### src/rtl/counter_updown_mod.sv
// Parametrised modulo-N up/down counter with parallel load, terminal count and a
// registered wrap pulse; cascade stages by feeding tc into the next stage's en.
module counter_updown_mod #(
  parameter int WIDTH   = 4,
  parameter int MODULUS = 16
) (
  input  logic             clk,
  input  logic             clearb,
  input  logic             en,
  input  logic             up,
  input  logic             load,
  input  logic [WIDTH-1:0] d,
  output logic [WIDTH-1:0] q,
  output logic [WIDTH-1:0] qb,
  output logic             tc,
  output logic             wrap
);

  if (WIDTH < 1 || WIDTH > 16 || MODULUS < 2 || MODULUS > (1 << WIDTH)) begin : g_bad_params
    $error("counter_updown_mod: illegal WIDTH/MODULUS combination");
  end

  // One extra bit so MODULUS == 2**WIDTH is representable for the load clamp.
  localparam logic [WIDTH:0]   LP_MOD = (WIDTH+1)'(MODULUS);
  localparam logic [WIDTH-1:0] LP_MAX = WIDTH'(MODULUS - 1);

  logic [WIDTH-1:0] r_q;
  logic             r_wrap;
  logic [WIDTH-1:0] w_q_nxt;
  logic             w_wrap_nxt;
  logic             w_at_max;
  logic             w_at_zero;

  assign w_at_max  = (r_q == LP_MAX);
  assign w_at_zero = (r_q == '0);

  always_comb begin
    w_q_nxt    = r_q;
    w_wrap_nxt = 1'b0;
    if (load) begin
      w_q_nxt = ({1'b0, d} < LP_MOD) ? d : LP_MAX;
    end else if (en) begin
      if (up) begin
        if (w_at_max) begin
          w_q_nxt    = '0;
          w_wrap_nxt = 1'b1;
        end else begin
          w_q_nxt = r_q + WIDTH'(1);
        end
      end else begin
        if (w_at_zero) begin
          w_q_nxt    = LP_MAX;
          w_wrap_nxt = 1'b1;
        end else begin
          w_q_nxt = r_q - WIDTH'(1);
        end
      end
    end
  end

  always_ff @(posedge clk or negedge clearb) begin
    if (!clearb) begin
      r_q    <= '0;
      r_wrap <= 1'b0;
    end else begin
      r_q    <= w_q_nxt;
      r_wrap <= w_wrap_nxt;
    end
  end

  assign q    = r_q;
  assign qb   = ~r_q;
  assign wrap = r_wrap;
  assign tc   = en & ((up & w_at_max) | (~up & w_at_zero));

endmodule

### config.mk
export PLATFORM = sky130hd
export DESIGN_NAME = counter_updown_mod
export DESIGN_NICKNAME = d
export VERILOG_FILES = /design/src/rtl/counter_updown_mod.sv
export SDC_FILE = /design/constraint.sdc
export NUM_CORES = 1
export LEC_CHECK = 0
export CORE_AREA = 2 2 39 41
export CTS_CLUSTER_DIAMETER = 60
export DETAILED_ROUTE_END_ITERATION = 12
export DIE_AREA = 0 0 41 43
export PLACE_DENSITY = 0.7
export SLEW_MARGIN = 20
export SYNTH_ARGS = -nofsm -noshare
export SYNTH_HDL_FRONTEND = slang
export SYNTH_SLANG_ARGS = --single-unit
### constraint.sdc
create_clock -name clk -period 1.8 [get_ports clk]
set_clock_uncertainty 0.1 [all_clocks]
set_input_delay 0.36 -clock clk [delete_from_list [all_inputs] [get_ports clk]]
set_output_delay 0.36 -clock clk [all_outputs]
set_load 0.02 [all_outputs]
==> results.md <==
- Fin Hold WS: 237 ps
- Tcrit/Tclk final: 1.09
- Rows: 14
- Pre-antenna DRT Iters: 3
- Endpoints failing setup: 1
- TritonCTS buffer count: 3
- Worst Path Required: 1340 ps
- Cell leakage power: 0.335 nW
- Status: finished with violations
- Global-route wire length before repair: 1640 µm
- Hold buffers post-CTS: 0
- Largest net degree at the start of global routing: 8
- Crit end category: output pin
- Pwr/cell area: 732 mW/mm²
- Fmax: 0.512 GHz
- Die height: 43 µm
- Fin nets: 89
- Failing checks: setup timing
- Full die area: 0.00176 mm²
- Max_slew headroom: 0.837
- Worst-Skew Late Latency: 240 ps
- Syn avg cell area: 8.70 µm²
- Netlist Area Pre-Place: 374 µm²
- Post-DR wirelength/cell: 11.5 µm
- Clock slew at reported path FFs: 40 ps
- RSZ-0062 raised after global routing: true
- Routed via count: 424
- Antenna-violating nets left: 0
- H-tree depth: 1
- Synth cell types: 24
- Antenna diode count: 0
- CP Class: reg -> out
- Post-DP HPWL: 758 µm
- CTS tree: yes
- Max-slew violation count: 0
- Via density: 4.56
- Final WS setup: -154 ps
- Global route total overflow: 0
- Gr usage total: 0.145
- Fin crit period: 1950 ps
- Hold Path Class: in -> async
- Number of clock sinks: 5
- Flop and latch count out of synthesis: 5
- Final Hold Fails: 0
- Setup crit start kind: flip-flop
- Seq/Total Area, Yosys: 0.334
- Cells after Synth: 43
- Final wirelength: 1070 µm
- Initial core utilization: 0.270
- Chip Width: 41 µm
- Worst Path Arrival: 1490 ps
- 1st-iter DRT viols: 1
- CTS max path bufs: 2
- Ys Warns: 0
- Ports: 19
- Initial antenna violation count: 0
- DRC violations left: 0
- Number of global-route vias before repair: 410
- Number of port buffers: 18
- Slew @ Worst Pin: 240 ps
- Root Driver: clkbuf_4
- Max IR drop VDD: 0.456 mV
- Share of cells above drive strength 1: 0.390
- Maximum Capacitance Violations: 0
- RD Place Congestion: 0.850
- Core area: 0.00138 mm²
- Total power: 0.531 mW
- Mapped Nets: 54
- Area growth from synthesis to layout: 94.0%
- Critical path peak fanout: 4
- R2R depth: 7
-- power by group --
group          internal [mW]  leakage [nW]  total (mW)  switching, mW
Combinational          0.135         0.261       0.257          0.121
Clock                 0.0838        0.0150       0.129         0.0453
Sequential             0.127        0.0590       0.146         0.0188
Total                  0.346         0.335       0.531          0.186
-- timing repair --
item	CTS	global route
setup endpoints to repair	8	2
resized for setup	15	5
pin swaps	0	2
setup buffers	0	2
-- through the flow --
stage / TNS, ps / utilization / area (µm²) / setup WS [ps] / std cells
5_1_grt: -219 / 0.524 / 726 / -219 / 93
3_5_place_dp: -569 / 0.470 / 651 / -569 / 87
6_report: -154 / 0.524 / 726 / -154 / 93
4_1_cts: -132 / 0.493 / 682 / -132 / 91
2_1_floorplan: 0 / - / 379 / 32.2 / 43
3_3_place_gp: -535 / 0.470 / 651 / -535 / 87
-- cells by family after synthesis --
family                     Yosys count  synth area share
AOI/OAI and AO/OA                   13             0.221
xor gates and xnor gates             3            0.0702
adders and majority gates            2            0.0669
buffers and inverters                8             0.110
DFF                                  5             0.334
muxes                                1            0.0268
and+or+nand+nor                     11             0.171
-- placed cells by master, fill, tap and decap left out, drive strengths merged, types with 3 or more instances in the layout --
cell type	n
buf	15
clkdlybuf4s50	9
dlygate4sd2	7
inv	6
dfrtp	5
nand2	4
o21ai	4
clkbuf	4
xnor2	3
a21oi	3
-- layout make-up --
| class | instances | area, µm² |
|---|---|---|
| timing repair buffer | 32 | 280 |
| fill | 136 | 658 |
| clock buffer | 4 | 26.3 |
| multi-input combinational | 30 | 249 |
| inverter | 6 | 22.5 |
| sequential | 5 | 128 |
| tap | 16 | 20.0 |
-- cell usage after synthesis, drive strengths merged --
library cell,number,area [µm²]
nor4,1,12.5
inv,6,22.5
o21ai,4,20.0
o21a,1,7.51
buf,2,18.8
o21bai,1,7.51
ha,2,25.0
nor3b,1,7.51
dfrtp,5,125
nor3,2,10.0
nand2b,1,6.26
xnor2,3,26.3
a21oi,3,15.0
nor2b,1,6.26
o311ai,1,8.76
mux2i,1,10.0
a41oi,1,8.76
nand4,1,6.26
nand2,4,15.0
a21boi,2,15.0
-- per-layer routing --
metal	routed length, µm	track usage	part of all wire	vias to the layer above
met5	0	0	0	-
met4	0	0.0733	0	0
met3	66	0.0785	0.062	0
met2	548	0.216	0.51	15
met1	451	0.158	0.42	194
li1	-	-	-	215
-- final timing paths --
path                         from    to  slack [ps]
hold / removal             clearb  wrap         240
min in group clk             d[2]  q[2]         550
setup reg to reg             q[0]  wrap         200
max in group asynchronous  clearb  q[1]        1150
setup / recovery             q[0]    tc        -150
hold reg to reg              q[1]  q[1]         700
-- critical path, stage by stage (launching register included) --
cell and delay, ps:
dfrtp_2 430, inv_2 80, ha_4 140, nand2b_4 60
nor3_4 200, a41oi_2 70, nor2b_2 150, buf_6 120
-- state kept, by name (all words and copies together), names as in the netlist --
signal  count
wrap        1
q           4
Power figures use the tool's default switching activity.
